$ cat config.mk
export PLATFORM = sky130hd
export DESIGN_NAME = ysyx_22041211_ifu
export DESIGN_NICKNAME = d
export VERILOG_FILES = /design/src/rtl/ysyx_22041211_ifu_pkg.sv /design/src/rtl/ysyx_22041211_pc_reg.sv /design/src/rtl/ysyx_22041211_ifu.sv
export SDC_FILE = /design/constraint.sdc
export NUM_CORES = 1
export LEC_CHECK = 0
export BUFFER_PORTS_ARGS = -buffer_cell sky130_fd_sc_hd__buf_2
export CORE_ASPECT_RATIO = 0.75
export CORE_MARGIN = 2
export CORE_UTILIZATION = 30
export DETAILED_ROUTE_END_ITERATION = 7
export SLEW_MARGIN = 20
export SYNTH_ARGS = -nofsm -noshare
export SYNTH_HDL_FRONTEND = slang
export SYNTH_SLANG_ARGS = --single-unit
$ cat constraint.sdc
create_clock -name clk -period 5.5 [get_ports clk]
set_input_delay 1.65 -clock clk [delete_from_list [all_inputs] [get_ports clk]]
set_output_delay 1.65 -clock clk [all_outputs]
set_load 0.01 [all_outputs]
$ cat src/rtl/ysyx_22041211_ifu_pkg.sv
// Shared definitions for the ysyx_22041211 instruction fetch unit:
// reset PC, instruction width, FSM state encodings and address helpers.
package ysyx_22041211_ifu_pkg;

  localparam logic [31:0] IFU_RESET_PC = 32'h8000_0000;
  localparam int unsigned INST_WIDTH   = 32;

  // Fetch FSM encodings. IFU_ERR is only reachable when the misalignment
  // trap is built in (YSYX_22041211_IFU_MISALIGN_CHECK_EN).
  typedef enum logic [1:0] {
    IFU_REQ  = 2'd0,
    IFU_WAIT = 2'd1,
    IFU_HOLD = 2'd2,
    IFU_ERR  = 2'd3
  } ifu_state_e;

  // Clear the byte offset so the address points at a whole word.
  function automatic logic [31:0] word_align(input logic [31:0] addr);
    return addr & 32'hFFFF_FFFC;
  endfunction

  // True when the address is not on a 4-byte boundary.
  function automatic logic is_misaligned(input logic [31:0] addr);
    return (addr[1:0] != 2'b00);
  endfunction

endpackage

$ cat src/rtl/ysyx_22041211_pc_reg.sv
// Architectural PC register: async active-low reset to RESET_PC, a load
// port for redirects (takes priority) and an increment-by-4 port.
module ysyx_22041211_pc_reg #(
  parameter logic [31:0] RESET_PC = 32'h8000_0000
) (
  input  logic        clk,
  input  logic        rst_n,
  input  logic        load_i,
  input  logic [31:0] load_pc_i,
  input  logic        inc_i,
  output logic [31:0] pc_o
);

  logic [31:0] pc_d;
  logic [31:0] pc_q;

  // Next PC: a redirect load beats the sequential increment.
  always_comb begin
    pc_d = pc_q;
    if (load_i) begin
      pc_d = load_pc_i;
    end else if (inc_i) begin
      pc_d = pc_q + 32'd4;
    end else begin
      pc_d = pc_q;
    end
  end

  // PC state register.
  always_ff @(posedge clk or negedge rst_n) begin
    if (!rst_n) begin
      pc_q <= RESET_PC;
    end else begin
      pc_q <= pc_d;
    end
  end

  assign pc_o = pc_q;

endmodule

$ cat src/rtl/ysyx_22041211_ifu.sv
// Instruction fetch unit for the ysyx_22041211 NPC core.
// One outstanding word fetch at a time; the returned word is buffered and
// offered to the decoder with a valid/ready handshake. A redirect always
// wins and marks any in-flight fetch as stale so its data is discarded.
// Optional feature macro: YSYX_22041211_IFU_MISALIGN_CHECK_EN traps
// misaligned redirect targets into a halted ERR state (adds misalign_o).
module ysyx_22041211_ifu
  import ysyx_22041211_ifu_pkg::*;
#(
  parameter logic [31:0] RESET_PC = IFU_RESET_PC
) (
  input  logic                    clk,
  input  logic                    rst_n,
  output logic                    req_valid_o,
  input  logic                    req_ready_i,
  output logic [31:0]             req_addr_o,
  input  logic                    rsp_valid_i,
  input  logic [INST_WIDTH-1:0]   rsp_data_i,
  output logic                    valid_o,
  input  logic                    ready_i,
  output logic [INST_WIDTH-1:0]   inst_o,
  output logic [31:0]             pc_o,
  input  logic                    redirect_valid_i,
  input  logic [31:0]             redirect_pc_i
`ifdef YSYX_22041211_IFU_MISALIGN_CHECK_EN
  ,
  output logic                    misalign_o
`endif
);

  ifu_state_e            state_d;
  ifu_state_e            state_q;
  logic                  drop_d;
  logic                  drop_q;
  logic [INST_WIDTH-1:0] inst_d;
  logic [INST_WIDTH-1:0] inst_q;
  logic                  pc_load_s;
  logic                  pc_inc_s;
  logic [31:0]           pc_target_s;
  logic [31:0]           pc_s;
`ifdef YSYX_22041211_IFU_MISALIGN_CHECK_EN
  logic                  misalign_d;
  logic                  misalign_q;
`endif

  ysyx_22041211_pc_reg #(
    .RESET_PC (RESET_PC)
  ) u_pc_reg (
    .clk       (clk),
    .rst_n     (rst_n),
    .load_i    (pc_load_s),
    .load_pc_i (pc_target_s),
    .inc_i     (pc_inc_s),
    .pc_o      (pc_s)
  );

  // Next-state, stale-fetch tracking and PC control; redirect has top priority.
  always_comb begin
    state_d     = state_q;
    drop_d      = drop_q;
    inst_d      = inst_q;
    pc_load_s   = 1'b0;
    pc_inc_s    = 1'b0;
    pc_target_s = word_align(redirect_pc_i);
`ifdef YSYX_22041211_IFU_MISALIGN_CHECK_EN
    misalign_d  = misalign_q;
`endif
    case (state_q)
      IFU_REQ: begin
        if (redirect_valid_i) begin
          pc_load_s = 1'b1;
          if (req_ready_i) begin
            // The accepted request carries the old PC, so its data is stale.
            state_d = IFU_WAIT;
            drop_d  = 1'b1;
          end else begin
            state_d = IFU_REQ;
          end
        end else if (req_ready_i) begin
          state_d = IFU_WAIT;
        end else begin
          state_d = IFU_REQ;
        end
      end
      IFU_WAIT: begin
        if (redirect_valid_i) begin
          pc_load_s = 1'b1;
          if (rsp_valid_i) begin
            state_d = IFU_REQ;
            drop_d  = 1'b0;
          end else begin
            state_d = IFU_WAIT;
            drop_d  = 1'b1;
          end
        end else if (rsp_valid_i) begin
          if (drop_q) begin
            state_d = IFU_REQ;
            drop_d  = 1'b0;
          end else begin
            state_d = IFU_HOLD;
            inst_d  = rsp_data_i;
          end
        end else begin
          state_d = IFU_WAIT;
        end
      end
      IFU_HOLD: begin
        if (redirect_valid_i) begin
          // A simultaneous decoder fire still consumes the word, but the
          // redirect target replaces PC+4.
          pc_load_s = 1'b1;
          state_d   = IFU_REQ;
        end else if (ready_i) begin
          pc_inc_s = 1'b1;
          state_d  = IFU_REQ;
        end else begin
          state_d = IFU_HOLD;
        end
      end
      IFU_ERR: begin
`ifdef YSYX_22041211_IFU_MISALIGN_CHECK_EN
        state_d = IFU_ERR;
`else
        state_d = IFU_REQ;
`endif
      end
      default: begin
        state_d = IFU_REQ;
      end
    endcase
`ifdef YSYX_22041211_IFU_MISALIGN_CHECK_EN
    // A misaligned target is loaded verbatim and halts fetch until reset.
    if (redirect_valid_i && (state_q != IFU_ERR) && is_misaligned(redirect_pc_i)) begin
      pc_load_s   = 1'b1;
      pc_target_s = redirect_pc_i;
      state_d     = IFU_ERR;
      drop_d      = 1'b0;
      inst_d      = inst_q;
      misalign_d  = 1'b1;
    end else begin
      misalign_d  = misalign_q;
    end
`endif
  end

  // FSM, stale-fetch flag and instruction buffer registers.
  always_ff @(posedge clk or negedge rst_n) begin
    if (!rst_n) begin
      state_q <= IFU_REQ;
      drop_q  <= 1'b0;
      inst_q  <= '0;
    end else begin
      state_q <= state_d;
      drop_q  <= drop_d;
      inst_q  <= inst_d;
    end
  end

`ifdef YSYX_22041211_IFU_MISALIGN_CHECK_EN
  // Sticky misalignment trap flag, cleared only by reset.
  always_ff @(posedge clk or negedge rst_n) begin
    if (!rst_n) begin
      misalign_q <= 1'b0;
    end else begin
      misalign_q <= misalign_d;
    end
  end

  assign misalign_o = misalign_q;
`endif

  assign req_valid_o = (state_q == IFU_REQ);
  assign valid_o     = (state_q == IFU_HOLD);
  assign req_addr_o  = pc_s;
  assign pc_o        = pc_s;
  assign inst_o      = inst_q;

endmodule
==> flow_metrics.tcl, run 1 <==
set metrics [dict create \
    cts_tree "built" \
    die_w_um 130 \
    min_delay_path_depth 1 \
    numCtsBuffers 9 \
    grt.total_usage_pct 15.7 \
    drcViolationCount 0 \
    final_common_cell "buf_2" \
    arrival_ps 3300 \
    synth_seq_cells 65 \
    placed_area_um2 4280 \
    status "complete, no violations" \
    ys_top_cells_by_area "dfrtp_1, mux2_2, buf_4" \
    tns_ps 0 \
    crit_path_top_delay_cell "or4_4" \
    crit_fanout 15 \
    clk_pin_slew_ps 60 \
    post-route-util_pct 39.7 \
    crit_chain "buf_2, nand4bb_4, or4_4, or3_1, a31oi_1" \
    postSynthCellCount 346 \
    reg2reg_depth 4 \
    ff2ff_setup_slack_ps 3350 \
    start_util_pct 30.9 \
    min_from "inst_o[21]" \
    hold_viol 0 \
    die_area_um2 12900 \
    pwr_density_cell_nw_per_um2 430 \
    reg2reg_to "u_pc_reg.pc_o[22]" \
    fillers 1205 \
    rsz0062_at_grt "no" \
    dp.cells 624 \
    synth-main-ff-cell "dfrtp_1" \
    slew_viol_final 0 \
    p_sw_mw 0.651 \
    antenna_left 0 \
    crit_type "input pin to flop" \
    clock_latency_ps 330 \
    drive_above_1_share_pct 46.7 \
    diodes 0 \
    leakage_nw 2.10 \
    timing.rr.start "u_pc_reg.pc_o[3]" \
    die_h_um 98.8 \
    fin_cells 640 \
    drv_cap 0 \
    setup_violations 0 \
    required_ps 5750 \
    io_buffers 161 \
    root_buffer "clkbuf_16" \
    cts.path.max_buffers 2 \
    most-common-layout-cells "buf_2, dfrtp_1, mux2_2, nand2_1, nor2_1" \
    yosys.area.top_type "dfrtp_1" \
    hold_end "inst_o[21]" \
    async_flop_share_pct 100 \
    num_io_pins 168 \
    viasPerCell 5.02 \
    grt_max_degree 37 \
    core_um2 11600 \
    multi_input_area_um2 1600 \
    peakVddDrop_uv 209 \
    max_stage_delay_ps 600 \
    drtPass1Iterations 4 \
    dpl.hpwl_mm 7.16 \
    clockPowerShare_pct 31.5 \
    grt_pass1_wl_mm 15.8 \
    grt_pass1_vias 3011 \
    register_area_um2 1630 \
    nNetsFinal 544 \
    routedWlPerCell_um 15.3 \
    tightest_slew_ps 913 \
    htreeDepth 3 \
    first_iter_violations 201 \
    ys_warn_count 0 \
    cts_setup_buffers 0 \
    gp_congestion 0.819 \
    final_design_area_no_fill_um2 4610 \
    sw_frac_of_total_pct 32.8 \
    syn_area_per_cell_um2 10.4 \
    gr-total-overflow 0 \
    synthesis.area_um2 3590 \
    slew_headroom_pct 38.6 \
    cts_hold_buf 0 \
    synth_top_area_share_pct 44.6 \
    internal_power_mw 1.33 \
    synth_cell_types 52 \
    clock_sinks 65 \
    row_count 34 \
    antenna_found_initial 0 \
    hold_path.class "flop to flop" \
    power_frac_comb_pct 29.3 \
    critPathLaunchType "input pin" \
    yosysSeqAreaShare_pct 45.3 \
    cp-end-kind "flop" \
    final.setup_skew_ps 7.32 \
    p_seq_share_pct 39.3 \
    postRouteWirelength_mm 9.80 \
    synth-edff-count 0 \
    period_minus_slack_ps 3040 \
    cts_resized 0 \
    finalCritPeriodShare_pct 55.3 \
    area_delta_synth_final_pct 28.3 \
    timing.fmax_ghz 0.329 \
    vias 3211 \
]
==> final cells by class <==
cell class	instances	area share [%]
multi-input cells	229	34.8
clock buffers	9	4.89
inverters	3	0.244
clock inverters	7	2.23
well taps	162	4.40
repair buffers	165	18.1
flip-flops and latches	65	35.3
==> sequential cells by signal, summed over array words and instances, names as in the netlist <==
register,count
drop_q,1
inst_o,32
state_q,2
u_pc_reg.pc_o,30
==> through the flow <==
stage          setup WS [ps]  hold WS [ps]  power [mW]
2_1_floorplan           2450           516        1.14
4_1_cts                 2460           501        2.02
5_1_grt                 2380           516        2.11
3_3_place_gp            2130           482        1.36
3_5_place_dp            2100           488        1.37
6_report                2460           499        1.98
==> metal layers <==
| layer | part of all wire, % | GRT usage (%) | wire length, um |
|---|---|---|---|
| met4 | 1.4 | 4.34 | 136 |
| met1 | 46 | 22.4 | 4510 |
| met2 | 45 | 23.3 | 4380 |
| met3 | 7.9 | 4.45 | 772 |
| met5 | 0 | 0 | 0 |
==> cell families after synthesis <==
logic type / after synthesis / share of synthesized area [%]
flip-flops: 65 / 45.3
other: 1 / 0.104
XOR/XNOR: 9 / 2.19
AND/OR/NAND/NOR: 119 / 18.8
adder cells (fa/ha/maj): 1 / 0.348
buffers and inverters: 55 / 10.7
AO/OA/AOI/OAI: 64 / 12.5
multiplexers: 32 / 10.0
==> worst max-delay path, delay by kind of cell <==
family	cells	cell delay [ps]
AO/OA/AOI/OAI	1	160
AND/OR/NAND/NOR	3	1320
buffers and inverters	1	160
==> power by group through the flow <==
stage | registers (mW) | logic, mW | clock network, mW
after floorplan | 0.825 | 0.314 | 0
after global placement | 0.776 | 0.581 | 0
after detailed placement | 0.785 | 0.590 | 0
after CTS | 0.781 | 0.590 | 0.644
after global routing | 0.811 | 0.638 | 0.665
final | 0.779 | 0.580 | 0.624
==> worst max path at each step <==
stage	cells after the start	startpoint	end	slack (ps)
2_1_floorplan	5	redirect_valid_i	u_pc_reg.pc_o[16]	2450
3_3_place_gp	5	redirect_valid_i	u_pc_reg.pc_o[16]	2130
3_5_place_dp	5	redirect_valid_i	u_pc_reg.pc_o[15]	2100
4_1_cts	5	redirect_valid_i	u_pc_reg.pc_o[15]	2460
5_1_grt	5	redirect_valid_i	u_pc_reg.pc_o[15]	2380
6_report	5	redirect_valid_i	u_pc_reg.pc_o[16]	2460
==> synth_stat cells, drive strengths merged, types with 4 or more instances <==
cell	n
a22oi	7
a31oi	8
and2	5
and3	4
and4	5
buf	39
clkbuf	13
dfrtp	64
mux2	32
nand2	31
nand3	13
nand4	16
nor2	19
nor4	7
o211ai	10
o21ai	14
o311ai	7
or3	6
or4	5
xnor2	4
xor2	5
Power figures use the tool's default switching activity.
==> run 2, diff against run 1 <==
==> constraint.sdc (replaced) <==
create_clock -name clk -period 3 [get_ports clk]
set_input_delay 0.9 -clock clk [delete_from_list [all_inputs] [get_ports clk]]
set_output_delay 0.9 -clock clk [all_outputs]
set_load 0.01 [all_outputs]
==> flow_metrics.tcl, run 2 (same netlist as run 1, synthesis figures left out) <==
set metrics [dict create \
    status "complete, no violations" \
    area_delta_synth_final_pct 29.5 \
    final_design_area_no_fill_um2 4650 \
    cts_tree "built" \
    row_count 34 \
    antenna_found_initial 0 \
    cts_resized 0 \
    drtPass1Iterations 4 \
    hold_viol 0 \
    num_io_pins 168 \
    slew_headroom_pct 56.6 \
    fin_cells 643 \
    grt_pass1_vias 3040 \
    tns_ps 0 \
    io_buffers 161 \
    first_iter_violations 222 \
    leakage_nw 2.13 \
    numCtsBuffers 9 \
    crit_path_end "u_pc_reg.pc_o[15]" \
    timing.fmax_ghz 0.454 \
    root_buffer "clkbuf_16" \
    drv_cap 0 \
    slew_viol_final 0 \
    peakVddDrop_uv 392 \
    required_ps 3220 \
    crit_fanout 10 \
    grt_use_met1_pct 22.0 \
    gp_congestion 0.835 \
    post-route-util_pct 40.1 \
    reg2reg_depth 4 \
    antenna_left 0 \
    nNetsFinal 547 \
    largest_register_ffs 32 \
    htreeDepth 3 \
    fillers 1177 \
    die_w_um 130 \
    placed_area_um2 4300 \
    clock_latency_ps 330 \
    rsz0062_at_grt "no" \
    most-common-layout-cells "buf_2, dfrtp_1, mux2_2, nand2_1, nor2_1" \
    tightest_slew_ps 646 \
    period_minus_slack_ps 2200 \
    routedWlPerCell_um 15.3 \
    critPathLaunchType "input pin" \
    ff2ff_setup_slack_ps 880 \
    cp-startpoint "redirect_valid_i" \
    cts.path.max_buffers 2 \
    gr-total-overflow 0 \
    viasPerCell 4.97 \
    grt_max_degree 37 \
    drcViolationCount 0 \
    die_h_um 98.8 \
    multi_input_area_um2 1600 \
    start_util_pct 30.9 \
    crit_type "input pin to flop" \
    grt_pass1_wl_mm 15.7 \
    finalCritPeriodShare_pct 73.4 \
    setup_violations 0 \
    diodes 0 \
    die_area_um2 12900 \
    pwr_density_cell_nw_per_um2 803 \
    hold_path.class "input pin to asynchronous set/reset pin" \
    vias 3198 \
    cts_hold_buf 0 \
    postRouteWirelength_mm 9.86 \
    grt-busiest-layer "met2" \
    dp.cells 627 \
    final_common_cell "buf_2" \
    use_met2_pct 23.0 \
    cts_setup_buffers 0 \
    register_area_um2 1630 \
    clk_pin_slew_ps 60 \
    final.setup_skew_ps 7.52 \
    arrival_ps 2420 \
    clock_sinks 65 \
    cp-end-kind "flop" \
    reg2reg_to "u_pc_reg.pc_o[22]" \
    met3_usage_pct 4.78 \
    core_um2 11600 \
    dpl.hpwl_mm 7.21 \
    timing.rr.start "u_pc_reg.pc_o[2]" \
    grt.total_usage_pct 15.6 \
    drive_above_1_share_pct 47.0 \
]
run 2: worst max-delay path, stage by stage:
cell and delay (ps):
buf_2 160, nand4bb_4 310, nor4_1 590, a31oi_1 180, a221o_1 280
run 2: how the worst min path moves through the flow:
stage,start,end,slack (ps),cells past startpoint
after floorplan,drop_q,drop_q,520,2
after global placement,inst_o[4],inst_o[4],480,1
after detailed placement,inst_o[13],inst_o[13],490,1
after CTS,rst_n,u_pc_reg.pc_o[26],460,1
after global routing,rst_n,u_pc_reg.pc_o[27],470,1
final,rst_n,u_pc_reg.pc_o[26],460,1
run 2: report_power, final:
group | total [mW] | internal [mW] | leakage, nW | switching, mW
sequential | 1.43 | 1.17 | 0.770 | 0.264
clock | 1.23 | 0.820 | 0.171 | 0.413
combinational | 1.07 | 0.541 | 1.19 | 0.530
total | 3.74 | 2.53 | 2.13 | 1.21
run 2: per-layer routing:
layer / part of all wire (%) / up-vias
met4: 1.2 / 0
li1: - / 1499
met2: 46 / 130
met3: 7.6 / 12
met1: 45 / 1557
met5: 0 / -
run 2: final cells by class:
cell class	count	share of cell area, %
sequential	65	35.0
tap	162	4.36
clock buffer	9	4.84
clock inverter	7	2.69
timing repair buffer	168	18.5
multi-input combinational	229	34.4
inverter	3	0.242
run 2: metrics by stage:
stage	hold slack (ps)	total power, mW	worst slack [ps]
6_report	458	3.74	798
5_1_grt	472	3.96	621
4_1_cts	457	3.79	793
3_5_place_dp	489	2.53	463
3_3_place_gp	483	2.49	496
2_1_floorplan	516	2.09	703
